===== config.mk =====
export PLATFORM = sky130hd
export DESIGN_NAME = magnet_sequencer_flat
export DESIGN_NICKNAME = d
export VERILOG_FILES = /design/src/rtl/magnet_sequencer_if.sv /design/src/rtl/magnet_sequencer.sv /design/src/flat_wrapper.sv
export SDC_FILE = /design/constraint.sdc
export NUM_CORES = 1
export LEC_CHECK = 0
export CORE_ASPECT_RATIO = 0.5
export CORE_MARGIN = 10
export CORE_UTILIZATION = 35
export DETAILED_ROUTE_END_ITERATION = 10
export PLACE_DENSITY_LB_ADDON = 0.2
export SLEW_MARGIN = 20
export SYNTH_ARGS = -nofsm -noshare
export SYNTH_HDL_FRONTEND = slang
export SYNTH_SLANG_ARGS = --single-unit

===== constraint.sdc =====
create_clock -name clk -period 2.75 [get_ports clk]
set_input_delay 0.275 -clock clk [delete_from_list [all_inputs] [get_ports clk]]
set_output_delay 0.275 -clock clk [all_outputs]
set_load 0.02 [all_outputs]

===== src/rtl/magnet_sequencer_if.sv =====
// Command/pulse bundle between the move controller and the magnet sequencer.
//   master : move controller side (drives commands, estop, fault_clr)
//   slave  : magnet_sequencer side (drives ready, pulses, status)
// Signals:
//   cmd_valid, cmd_grab, cmd_release : command request (release wins over grab)
//   cmd_ready                        : sequencer can accept a command this cycle
//   estop                            : emergency stop, level-sensitive
//   fault_clr                        : clears the sticky watchdog fault
//   magnet_on, magnet_off            : one-cycle pulses to the magnet hold register
//   done                             : one-cycle pulse, accepted command completed
//   holding                          : commanded magnet state, 1 = on
//   fault                            : sticky watchdog flag
interface magnet_sequencer_if;
  logic cmd_valid;
  logic cmd_grab;
  logic cmd_release;
  logic cmd_ready;
  logic estop;
  logic fault_clr;
  logic magnet_on;
  logic magnet_off;
  logic done;
  logic holding;
  logic fault;

  modport master (
    output cmd_valid,
    output cmd_grab,
    output cmd_release,
    output estop,
    output fault_clr,
    input  cmd_ready,
    input  magnet_on,
    input  magnet_off,
    input  done,
    input  holding,
    input  fault
  );

  modport slave (
    input  cmd_valid,
    input  cmd_grab,
    input  cmd_release,
    input  estop,
    input  fault_clr,
    output cmd_ready,
    output magnet_on,
    output magnet_off,
    output done,
    output holding,
    output fault
  );
endinterface


===== src/rtl/magnet_sequencer.sv =====
// Magnet sequencer: turns grab/release commands into single-cycle magnet_on /
// magnet_off pulses for the magnet hold register, waits a settle time before
// reporting done, and force-releases a magnet held too long (thermal watchdog),
// followed by a command lockout.
// Ports:
//   clk   : system clock
//   rst_n : synchronous reset, active-low (magnet_off held high while low)
//   bus   : magnet_sequencer_if.slave (commands in; pulses, ready, status out)
// All outputs are driven straight from registers.
module magnet_sequencer #(
  parameter int unsigned CNT_W           = 32,
  parameter int unsigned SETTLE_CYCLES   = 2_500_000,
  parameter int unsigned MAX_HOLD_CYCLES = 500_000_000,
  parameter int unsigned COOLDOWN_CYCLES = 250_000_000
) (
  input  logic                clk,
  input  logic                rst_n,
  magnet_sequencer_if.slave   bus
);

  // Counters sit at 0 in the first cycle of a phase, so the terminal compare
  // is against count-1 and the registered result lands exactly on the count.
  localparam logic [CNT_W-1:0] SettleLast = CNT_W'(SETTLE_CYCLES - 1);
  localparam logic [CNT_W-1:0] HoldLast   = CNT_W'(MAX_HOLD_CYCLES - 1);
  localparam logic [CNT_W-1:0] CoolLast   = CNT_W'(COOLDOWN_CYCLES - 1);

  typedef enum logic [2:0] {
    StIdleOff,
    StSettleOn,
    StHolding,
    StSettleOff,
    StCooldown
  } state_e;

  state_e           state_q, state_d;
  logic [CNT_W-1:0] phase_q, phase_d;  // settle / cooldown timer
  logic [CNT_W-1:0] hold_q,  hold_d;   // on-time since the magnet_on pulse
  logic             on_q,      on_d;
  logic             off_q,     off_d;
  logic             done_q,    done_d;
  logic             ready_q,   ready_d;
  logic             holding_q, holding_d;
  logic             fault_q,   fault_d;

  logic accept;
  logic is_release;
  logic is_grab;
  logic hold_active;
  logic wd_fire;

  assign accept      = bus.cmd_valid & ready_q;
  assign is_release  = bus.cmd_release;
  assign is_grab     = bus.cmd_grab & ~bus.cmd_release;
  assign hold_active = (state_q == StSettleOn) || (state_q == StHolding);
  assign wd_fire     = hold_active && (hold_q == HoldLast);

  always_ff @(posedge clk) begin
    if (!rst_n) begin
      state_q   <= StIdleOff;
      phase_q   <= '0;
      hold_q    <= '0;
      on_q      <= 1'b0;
      off_q     <= 1'b1;
      done_q    <= 1'b0;
      ready_q   <= 1'b0;
      holding_q <= 1'b0;
      fault_q   <= 1'b0;
    end else begin
      state_q   <= state_d;
      phase_q   <= phase_d;
      hold_q    <= hold_d;
      on_q      <= on_d;
      off_q     <= off_d;
      done_q    <= done_d;
      ready_q   <= ready_d;
      holding_q <= holding_d;
      fault_q   <= fault_d;
    end
  end

  always_comb begin
    state_d   = state_q;
    phase_d   = phase_q + 1'b1;
    hold_d    = hold_q;
    on_d      = 1'b0;
    off_d     = 1'b0;
    done_d    = 1'b0;
    ready_d   = ready_q;
    holding_d = holding_q;
    fault_d   = bus.fault_clr ? 1'b0 : fault_q;

    if (bus.estop) begin
      // Keep commanding off for as long as estop is held, like reset does.
      state_d   = StIdleOff;
      off_d     = 1'b1;
      ready_d   = 1'b0;
      holding_d = 1'b0;
      phase_d   = '0;
      hold_d    = '0;
    end else if (wd_fire) begin
      // Outranks any command accepted on the same edge; that command is dropped.
      state_d   = StCooldown;
      off_d     = 1'b1;
      fault_d   = 1'b1;
      ready_d   = 1'b0;
      holding_d = 1'b0;
      phase_d   = '0;
      hold_d    = '0;
    end else begin
      unique case (state_q)
        StIdleOff: begin
          ready_d   = 1'b1;
          holding_d = 1'b0;
          phase_d   = '0;
          hold_d    = '0;
          if (accept) begin
            if (is_release) begin
              // Redundant off pulse keeps the hold register in a known state.
              off_d  = 1'b1;
              done_d = 1'b1;
            end else if (is_grab) begin
              on_d      = 1'b1;
              state_d   = StSettleOn;
              ready_d   = 1'b0;
              holding_d = 1'b1;
            end
          end
        end

        StSettleOn: begin
          hold_d = hold_q + 1'b1;
          if (phase_q == SettleLast) begin
            done_d  = 1'b1;
            ready_d = 1'b1;
            state_d = StHolding;
            phase_d = '0;
          end
        end

        StHolding: begin
          hold_d  = hold_q + 1'b1;
          phase_d = '0;
          if (accept) begin
            if (is_release) begin
              off_d     = 1'b1;
              state_d   = StSettleOff;
              ready_d   = 1'b0;
              holding_d = 1'b0;
              hold_d    = '0;
            end else if (is_grab) begin
              done_d = 1'b1;
            end
          end
        end

        StSettleOff: begin
          hold_d = '0;
          if (phase_q == SettleLast) begin
            done_d  = 1'b1;
            ready_d = 1'b1;
            state_d = StIdleOff;
            phase_d = '0;
          end
        end

        StCooldown: begin
          hold_d = '0;
          if (phase_q == CoolLast) begin
            ready_d = 1'b1;
            state_d = StIdleOff;
            phase_d = '0;
          end
        end

        default: begin
          state_d   = StIdleOff;
          off_d     = 1'b1;
          ready_d   = 1'b0;
          holding_d = 1'b0;
          phase_d   = '0;
          hold_d    = '0;
        end
      endcase
    end
  end

  assign bus.magnet_on  = on_q;
  assign bus.magnet_off = off_q;
  assign bus.done       = done_q;
  assign bus.cmd_ready  = ready_q;
  assign bus.holding    = holding_q;
  assign bus.fault      = fault_q;

endmodule


===== src/flat_wrapper.sv =====
// flat-port wrapper written by rule: the top's interface ports become plain ports
module magnet_sequencer_flat 
#(
  parameter int unsigned CNT_W           = 32,
  parameter int unsigned SETTLE_CYCLES   = 2_500_000,
  parameter int unsigned MAX_HOLD_CYCLES = 500_000_000,
  parameter int unsigned COOLDOWN_CYCLES = 250_000_000
)
  (clk, rst_n, bus_cmd_valid, bus_cmd_grab, bus_cmd_release, bus_estop, bus_fault_clr, bus_cmd_ready, bus_magnet_on, bus_magnet_off, bus_done, bus_holding, bus_fault);
  magnet_sequencer_if bus_i ();
  input  logic clk;
  input  logic rst_n;
  input wire logic [$bits(bus_i.cmd_valid)-1:0] bus_cmd_valid;
  input wire logic [$bits(bus_i.cmd_grab)-1:0] bus_cmd_grab;
  input wire logic [$bits(bus_i.cmd_release)-1:0] bus_cmd_release;
  input wire logic [$bits(bus_i.estop)-1:0] bus_estop;
  input wire logic [$bits(bus_i.fault_clr)-1:0] bus_fault_clr;
  output wire logic [$bits(bus_i.cmd_ready)-1:0] bus_cmd_ready;
  output wire logic [$bits(bus_i.magnet_on)-1:0] bus_magnet_on;
  output wire logic [$bits(bus_i.magnet_off)-1:0] bus_magnet_off;
  output wire logic [$bits(bus_i.done)-1:0] bus_done;
  output wire logic [$bits(bus_i.holding)-1:0] bus_holding;
  output wire logic [$bits(bus_i.fault)-1:0] bus_fault;
  assign bus_i.cmd_valid = bus_cmd_valid;
  assign bus_i.cmd_grab = bus_cmd_grab;
  assign bus_i.cmd_release = bus_cmd_release;
  assign bus_i.estop = bus_estop;
  assign bus_i.fault_clr = bus_fault_clr;
  assign bus_cmd_ready = bus_i.cmd_ready;
  assign bus_magnet_on = bus_i.magnet_on;
  assign bus_magnet_off = bus_i.magnet_off;
  assign bus_done = bus_i.done;
  assign bus_holding = bus_i.holding;
  assign bus_fault = bus_i.fault;
  magnet_sequencer #(.CNT_W(CNT_W), .SETTLE_CYCLES(SETTLE_CYCLES), .MAX_HOLD_CYCLES(MAX_HOLD_CYCLES), .COOLDOWN_CYCLES(COOLDOWN_CYCLES)) u_core (.clk(clk), .rst_n(rst_n), .bus(bus_i));
endmodule

* Word-level counts from Yosys, hierarchy flattened *
Index checks and enable logic that the tools add are counted.

word-level totals
  register bits = 73
  latch bits = 0
  RAM bits = 0
  memory bits (read-only) = 0
  bits of input ports = 7
  output and inout port bits = 6
  word-level logic and storage cells = 91
  memories = 0

cells by class
  $add $sub $neg = 2
  multiply operators = 0
  div/mod/pow operators = 0
  magnitude comparators = 0
  eq/ne operators = 24
  shifts and indexed selects = 0
  mux-type cells = 36
  bitwise logic cells = 6
  reductions and logical operators = 13

operators by type and width
  operator                 number
  $mux W32                 4
  $pmux W32 S2             2
  $add A32 B1 Y32 const B  2
  $eq A32 B22 Y1 const B   1
  $eq A32 B28 Y1 const B   1
  $eq A32 B29 Y1 const B   1
  $mux W3                  9
  $mux W1                  16
  $reduce_and A8 Y1        2
  $ne A3 B1 Y1 const B     5
  $pmux W3 S5              1
  $ne A2 B1 Y1 const B     6
  $ne A3 B2 Y1 const B     3
  $eq A3 B2 Y1 const B     2
  $ne A2 B2 Y1 const B     3
  $pmux W1 S3              2
  $reduce_or A2 Y1         3
  $reduce_or A3 Y1         2
  $not A1 Y1               4
  $pmux W1 S4              1
  $reduce_and A4 Y1        1
  $reduce_or A4 Y1         1
  $eq A3 B1 Y1 const B     1
  $eq A3 B3 Y1 const B     1
  other kinds (6)          7

* Logic depth before layout (Yosys ltp) *
Gate-level depths: netlist (run 1).

  depth after elaboration = 7
  gate-level depth with buffers = 7

* Worst setup path after synthesis (run 1) *
OpenSTA, ideal clock, no wires.

  kind = register to register
  start point = register u_core.phase_q[10]
  end point = register u_core.phase_q[2]
  setup time = 0.121 ns
  arrival time = 1.841 ns
  required time = 2.629 ns
  setup slack = 0.788 ns
  stages on the path, launching flop included = 7
  buffers on the path = 1
  clock period less this slack = 1.962 ns
  cells stage by stage = dfxtp_1 > or4b_1 > or4_1 > nor3_2 > o22a_2 > buf_6 > nor3_1

between the ends
  cells in the longest elaborated chain, start to end = 3

ends and longest elaborated chain
  item                                              line                                                                       RTL
  start, declared                                   magnet_sequencer.sv:36                                                     logic [CNT_W-1:0] phase_q, phase_d;
  start signal, assigned                            magnet_sequencer.sv:70                                                     phase_q <= phase_d;
  $eq A32 B28 Y1 or $eq A32 B22 Y1 (tied branches)  magnet_sequencer.sv:168, magnet_sequencer.sv:132, magnet_sequencer.sv:158
  $mux W32 (on tied branches)                       magnet_sequencer.sv:168, magnet_sequencer.sv:132, magnet_sequencer.sv:158
  $pmux W32 S2 (*)                                  magnet_sequencer.sv:110                                                    unique case (state_q)

Mark *: on every way between the ends. The rest lies on a longest branch, timed or not.
A chain may end at the register's enable or synchronous reset.

* Worst setup path in the final report (run 1) *
  start point = register u_core.phase_q[10]
  end point = register u_core.ready_q, in the netlist u_core.bus.cmd_ready

between the ends
  cells in the longest elaborated chain, start to end = 3

ends and longest elaborated chain
  item                                              line                                                                       RTL
  $eq A32 B28 Y1 or $eq A32 B22 Y1 (tied branches)  magnet_sequencer.sv:168, magnet_sequencer.sv:132, magnet_sequencer.sv:158
  $ne A2 B1 Y1 (no line)                            n/a
  $reduce_and A4 Y1 (no line) (*)                   n/a
  end signal, assigned                              magnet_sequencer.sv:75                                                     ready_q <= ready_d;
  end, declared                                     magnet_sequencer.sv:41                                                     logic ready_q, ready_d;

Marks and branches as above.

==> impl_summary.txt, run 1 <==
----------------------------------------------------
[Status]
  Status ... complete, no violations

[Timing]
  Period utilisation layout ... 84.0%
  Achievable Freq ... 0.433 GHz
  Pins over their slew limit ... 0
  Worst clock skew ... 0.00370 ns
  Final TNS setup ... 0 ns
  Final setup violating endpoints ... 0
  Worst slew pin tran ... 0.445 ns
  RSZ-0062 raised after global routing ... false
  Number of endpoints with negative hold slack in the final report ... 0
  Relative max-transition margin ... 70.1%
  Time the final worst path needs with I/O delays and setup ... 2.31 ns

[Global routing]
  Antenna violations before repair ... 0
  First-pass GRT wire length ... 12400 um
  Via count of the first global-routing pass ... 2527
  Remaining global-route overflow ... 0
  Largest net degree at the start of global routing ... 38
  GRT Overall Usage ... 10.1%

[Floorplanning]
  X dimension of the die ... 161 um
  Chip height ... 90.7 um
  Initial core utilization ... 36.5%
  Total number of placement rows ... 25
  Die ar. ... 14600 um2
  Count of pins on the block boundary ... 13
  Core Footprint ... 9570 um2

[Hold path]
  Hold WC Path Type ... register to register
  Start point of the worst hold path ... u_core.bus.holding

[Clocking]
  Number of hold buffers added after CTS ... 0
  Clock transition at the registers of the reported paths ... 0.06 ns
  Post CTS Setup Buffer Count ... 0
  Resized Gates After CTS ... 0
  Clock latency on the worst-skew pair ... 0.34 ns
  Largest buffer count on any clock path ... 2
  Clock root buffer master ... clkbuf_16
  Clock Sink Count ... 73
  Clock tree from TritonCTS ... yes
  Inserted Clock Buffers ... 9
  Max H-tree Level ... 3

[Setup path]
  R2R Path Start ... u_core.phase_q[10]
  WS Path Type ... register to register
  Worst setup startpoint ... u_core.phase_q[10]
  Critical path cell sequence ... or4b_1 > or4_1 > nor3_2 > o22a_2 > buf_12 > o2111a_1
  Standard cell with the maximum stage delay on the critical path ... or4_1
  Arrival @ worst endpoint ... 2.59 ns
  Element type at the critical path start ... register
  Max FO, Critical Path ... 22
  Maximum single-stage delay on the critical path ... 0.52 ns
  Sum of buffers and inverters on the critical path ... 1
  WP data required ... 3.03 ns
  Type of destination of the critical path ... register
  Cell family with the largest share of critical-path delay ... simple AND/OR/NAND/NOR gates

[Logic synthesis]
  Mean instance size in the synthesized netlist ... 8.55 um2
  Mapped Cells ... 409
  Syn Std Cell Area ... 3500 um2
  Synth top area cells ... dfxtp_1, xnor2_1, nor3_1
  Number of synthesized flops with an enable pin ... 0
  Warnings from Yosys ... 0
  Syn_nets ... 418
  Fraction of post-synthesis cell area in the top cell type by area ... 41.8%
  Synth area leader ... dfxtp_1
  Dominant register cell in the synthesized netlist ... dfxtp_1
  Flip-flop and latch count after synthesis ... 73
  Sequential fraction of the synthesis area ... 41.8%
  Fraction of synthesis flops using an asynchronous set or reset pin ... 0%
  Cell variety after synth ... 44

[Drt]
  Number of iterations in the first detailed-routing pass ... 4
  DRC errors left ... 0
  Routed vias/inst ... 4.93
  Drt first-iter violations ... 140
  Mean routed wirelength per cell ... 12.8 um
  Total wire length ... 7240 um
  Vias after detailed routing ... 2783
  Number of antenna-violating nets in the routed design ... 0

[Power and ir drop]
  Lkg Pwr ... 0.00117 uW
  Overall power after layout ... 2460 uW
  Worst vdd ir ... 0.301 mV
  Power per cell area ... 596 nW/um2

[Job]
  Max capacitance violation total ... 0

[Finish]
  Multi-input combinational cell area ... 1900 um2
  Most common library cell in the layout ignoring fill and taps ... dfxtp_1
  Post-route core utilization ... 43.1%
  Leading cell types in the layout, fill and taps excluded ... dfxtp_1, nor3_1, nor2_1
  Post-layout net count ... 433
  Number of diodes added for antenna fixing ... 0
  Final instance area ... 4130 um2
  Area growth, synth to finish ... 18.0%
  Footprint of the flip-flops and latches ... 1460 um2
  Share of final-layout standard cells stronger than drive strength 1 ... 7.46%
  Number of filler instances in the final layout ... 973

[Placement]
  Placed Instance Area ... 3780 um2
  Placer Congestion ... 0.736
  Count of port buffers added during placement ... 12
  Sum of net half-perimeters after detailed placement ... 4970 um

----------------------------------------------------
## cells in the mapped netlist (all sizes together) (2+ instances only)
cell and instances:
dfxtp 73, nor3 51, nor2 48, xnor2 44, nand2 29, nand3 27, nor4 19, xor2 16
nand4 14, inv 13, buf 10, and3 7, a21oi 5, o21ai 5, or4 5, and2 4
and4 4, clkbuf 4, nor3b 3, nor4b 3, or4b 3, a21o 2, ha 2, nand2b 2
nand4b 2, o31ai 2, or2 2, or3 2
## per-stage QoR
step | instances | hold slack (ns) | setup slack, ns
2_1_floorplan | 409 | 0.351 | 0.788
3_3_place_gp | 548 | 0.448 | 0.475
3_5_place_dp | 548 | 0.451 | 0.444
4_1_cts | 564 | 0.461 | 0.425
5_1_grt | 564 | 0.480 | 0.330
6_report | 564 | 0.459 | 0.441
## routing by layer
layer | routed length, um | GRT usage (%) | part of all wire, % | vias up
li1 | - | - | - | 1474
met1 | 3690 | 12.6 | 51 | 1264
met2 | 3200 | 15.9 | 44 | 33
met3 | 229 | 3.28 | 3.2 | 12
met4 | 116 | 4.07 | 1.6 | 0
met5 | 0 | 0 | 0 | -
## final timing paths
path         cells past startpoint  slack [ns]              endpoint
min                              2        0.46    u_core.bus.holding
max                              6        0.44  u_core.bus.cmd_ready
max reg2reg                      6        0.44  u_core.bus.cmd_ready
min reg2reg                      2        0.46    u_core.bus.holding
## logic make-up after synthesis
| logic type | Yosys count | share of synthesized area (%) |
|---|---|---|
| XOR/XNOR | 60 | 15.0 |
| flip-flops | 73 | 41.8 |
| buffers and inverters | 27 | 3.87 |
| adder cells (fa/ha/maj) | 2 | 0.716 |
| multiplexers | 1 | 0.286 |
| AO/OA/AOI/OAI | 20 | 3.90 |
| AND/OR/NAND/NOR | 226 | 34.4 |
## sequential cells by signal (all words and copies together), names as in the netlist
register and cells:
u_core.hold_q 32, u_core.phase_q 32, u_core.state_q 3, u_core.bus.cmd_ready 1, u_core.bus.done 1, u_core.bus.fault 1, u_core.bus.holding 1, u_core.bus.magnet_off 1
u_core.bus.magnet_on 1
## tightest hold or removal path, cell delays in order, from the launching register on
cell and delay [ns]:
dfxtp_1 0.31, nand2_1 0.05, a21oi_1 0.05
## where the power goes
| part | total, uW | switching (uW) | internal [uW] |
|---|---|---|---|
| logic | 43.2 | 23.4 | 19.8 |
| clock network | 1350 | 444 | 909 |
| registers | 1060 | 1.68 | 1060 |
## area by class of cell
cell class	instances	area share, %
multi-input combinational	309	46.0
sequential	73	35.4
clock buffer	11	5.88
timing repair buffer	18	4.91
tap	135	4.09
clock inverter	5	2.49
inverter	13	1.18
Note: power is estimated with default switching activity, not from simulation.
==> run 2, diff against run 1 <==
clock period = 2 ns   (was 2.75 ns; I/O delays follow)
==> run 2 against run 1 <==
- the run now ends with setup timing left
- maximum frequency grew 12%
- total power is 28% higher
- register-to-register slack lost 0.50 ns
- cell count increased by 8.2%
- sequential share of layout area shrank 3.4 points
- wire length up 7.5%
- critical path depth unchanged
- sequential cell count is the same
- cell area rose by 11%
- first-iteration DRC count is 11% higher
- setup slack worse by 0.50 ns
- clock power increased by 19%
==> impl_summary.txt, run 2 (synthesis gave the netlist of run 1 again) <==
----------------------------------------------------
[Floorplanning]
  Die ar. ... 14600 um2 (unchanged)
  Chip height ... 90.7 um (unchanged)
  Initial core utilization ... 36.5% (unchanged)
  Count of pins on the block boundary ... 13 (unchanged)
  Core Footprint ... 9570 um2 (unchanged)
  Total number of placement rows ... 25 (unchanged)
  X dimension of the die ... 161 um (unchanged)

[Clocking]
  Clock tree from TritonCTS ... yes
  Inserted Clock Buffers ... 9 (unchanged)
  Clock transition at the registers of the reported paths ... 0.06 ns (about the same)
  Clock Sink Count ... 73 (unchanged)
  Post CTS Setup Buffer Count ... 0 (unchanged)
  Clock root buffer master ... clkbuf_16
  Clock latency on the worst-skew pair ... 0.33 ns (about the same)
  Largest buffer count on any clock path ... 2 (unchanged)
  Max H-tree Level ... 3 (unchanged)

[Timing]
  Worst clock skew ... 0.00595 ns (+0.00225 ns)
  Time the final worst path needs with I/O delays and setup ... 2.05 ns (-0.254 ns)
  RSZ-0062 raised after global routing ... true
  Slack of the critical path ... -0.0544 ns (-0.496 ns)
  Pins over their slew limit ... 0 (unchanged)
  Achievable Freq ... 0.487 GHz (+12%)
  Final setup violating endpoints ... 32 (+32)
  Worst slew pin tran ... 0.459 ns (+0.0140 ns)
  Number of endpoints with negative hold slack in the final report ... 0 (unchanged)
  Relative max-transition margin ... 69.1% (-0.94 points)
  Period utilisation layout ... 103% (+19 points)

[Power and ir drop]
  Lkg Pwr ... 0.00144 uW (+22%)
  Power per cell area ... 688 nW/um2 (+15%)
  Worst vdd ir ... 0.383 mV (+27%)

[Placement]
  Post-Place Setup Slack ... -0.0516 ns (-0.495 ns)
  Cell total after placement ... 592 (+8.0%)
  Count of port buffers added during placement ... 12 (unchanged)
  Sum of net half-perimeters after detailed placement ... 5440 um (+9.4%)
  Placer Congestion ... 0.781 (+6.0%)

[Drt]
  Routed vias/inst ... 4.86 (-1.6%)
  Mean routed wirelength per cell ... 12.7 um (-0.63%)
  Vias after detailed routing ... 2963 (+6.5%)
  Drt first-iter violations ... 156 (+11%)
  Number of antenna-violating nets in the routed design ... 0 (unchanged)
  Total wire length ... 7780 um (+7.5%)
  DRC errors left ... 0 (unchanged)
  Number of iterations in the first detailed-routing pass ... 4 (unchanged)

[Setup path]
  WP data required ... 2.22 ns (-0.81 ns)
  Total stage count of the critical path ... 6 (unchanged)
  Register-to-Register Setup Slack ... -0.05 ns (-0.50 ns)
  WS Path Type ... register to register
  Arrival @ worst endpoint ... 2.28 ns (-0.31 ns)
  Critical path cell sequence ... or4b_1 > or4_4 > nor3_4 > o22a_4 > clkbuf_16 > nor3_1
  Sum of buffers and inverters on the critical path ... 1 (unchanged)
  Worst flop-to-flop path endpoint ... u_core.phase_q[19]
  Crit path capture ... u_core.phase_q[19]
  Max FO, Critical Path ... 9 (-59%)
  Standard cell with the maximum stage delay on the critical path ... or4b_1
  Cell family with the largest share of critical-path delay ... simple AND/OR/NAND/NOR gates
  Type of destination of the critical path ... register
  Worst setup startpoint ... u_core.phase_q[10]
  Maximum single-stage delay on the critical path ... 0.50 ns (-0.02 ns)
  R2R Path Start ... u_core.phase_q[10]
  Element type at the critical path start ... register
  Worst Reg2Reg Path Length in Cells ... 6 (unchanged)

[Status]
  Violations in the final reports ... setup timing
  Status ... finished, violations left

[Global routing]
  Via count of the first global-routing pass ... 2812 (+11%)
  GRT Overall Usage ... 10.8% (+0.71 points)
  First-pass GRT wire length ... 13200 um (+7.0%)
  Largest net degree at the start of global routing ... 20 (-47%)
  Remaining global-route overflow ... 0 (unchanged)
  Antenna violations before repair ... 0 (unchanged)

[Finish]
  Leading cell types in the layout, fill and taps excluded ... dfxtp_1, nor2_1, nor3_1
  Share of final-layout standard cells stronger than drive strength 1 ... 18.5% (+11 points)
  Most common library cell in the layout ignoring fill and taps ... dfxtp_1
  Area growth, synth to finish ... 30.5%
  Post-route core utilization ... 47.7% (+4.6 points)
  Number of diodes added for antenna fixing ... 0 (unchanged)
  Number of filler instances in the final layout ... 966 (-0.72%)
  Post-layout instance count excluding filler cells ... 610 (+8.2%)
  Largest registers ranked by flip-flop count ... u_core.hold_q x32, u_core.phase_q x32, u_core.state_q x3
  Footprint of the flip-flops and latches ... 1460 um2 (unchanged)
  Post-layout net count ... 479 (+11%)
  Multi-input combinational cell area ... 1980 um2 (+4.2%)

[Hold path]
  Hold WC Path Type ... input port to register

[Job]
  Max capacitance violation total ... 0 (unchanged)

----------------------------------------------------
==> run 2: cell types whose count changed in the layout (fill, tap and decap cells not counted), sizes merged <==
cell,delta
clkinv,+1
clkinvlp,+1
buf,+44
bufinv,-2
clkbuf,+2
==> run 2: worst reg2reg max path, stage by stage, from the launching register on <==
cell and delay (ns):
dfxtp_1 0.30, or4b_1 0.50, or4_4 0.44, nor3_4 0.24, o22a_4 0.24, clkbuf_16 0.18, nor3_1 0.05
==> run 2: per-layer routing <==
metal,wire length [um],global-route usage [%]
met1,3910,13.3
met2,3560,17.3
met3,204,3.41
met4,104,4.29
met5,0,0
==> run 2: layout make-up <==
type,count,share of cell area (%)
multi-input combinational,309,43.4
sequential,73,32.0
timing repair buffer,64,13.3
clock buffer,11,5.32
tap,135,3.70
clock inverter,5,1.21
inverter,13,1.07
==> run 2: through the flow <==
step	cell area [um2]	power [uW]	hold WS, ns	setup TNS [ns]
3_3_place_gp	4120	1560	0.444	-1.35
4_1_cts	4450	3180	0.433	-1.32
2_1_floorplan	3500	1520	0.276	0
5_1_grt	4560	3270	0.459	-3.25
6_report	4560	3140	0.444	-1.16
3_5_place_dp	4120	1560	0.449	-1.94
==> run 2: worst min path at each step <==
| stage | slack (ns) | to | cells after the start | startpoint |
|---|---|---|---|---|
| finish | 0.44 | u_core.bus.magnet_on | 2 | bus_estop |
| global route | 0.46 | u_core.bus.magnet_on | 2 | bus_estop |
| CTS | 0.43 | u_core.bus.magnet_on | 2 | bus_estop |
| detailed placement | 0.45 | u_core.bus.holding | 2 | u_core.bus.holding |
| global placement | 0.44 | u_core.bus.holding | 2 | u_core.bus.holding |
| floorplan | 0.28 | u_core.bus.magnet_on | 1 | bus_estop |
==> run 2: timing repair <==
item / in CTS / in global routing
cloned: 0 / 2
hold buffers: 0 / 0
gates resized for setup: 6 / 11
setup endpoints to repair: 63 / 45
pin swaps: 1 / 6
==> run 2: power breakdown <==
| group | switching [uW] | leakage, uW | internal (uW) |
|---|---|---|---|
| Combinational | 36.8 | 0.000706 | 40.2 |
| Sequential | 2.35 | 0.000588 | 1460 |
| Clock | 607 | 0.000142 | 995 |
| Total | 646 | 0.00144 | 2490 |
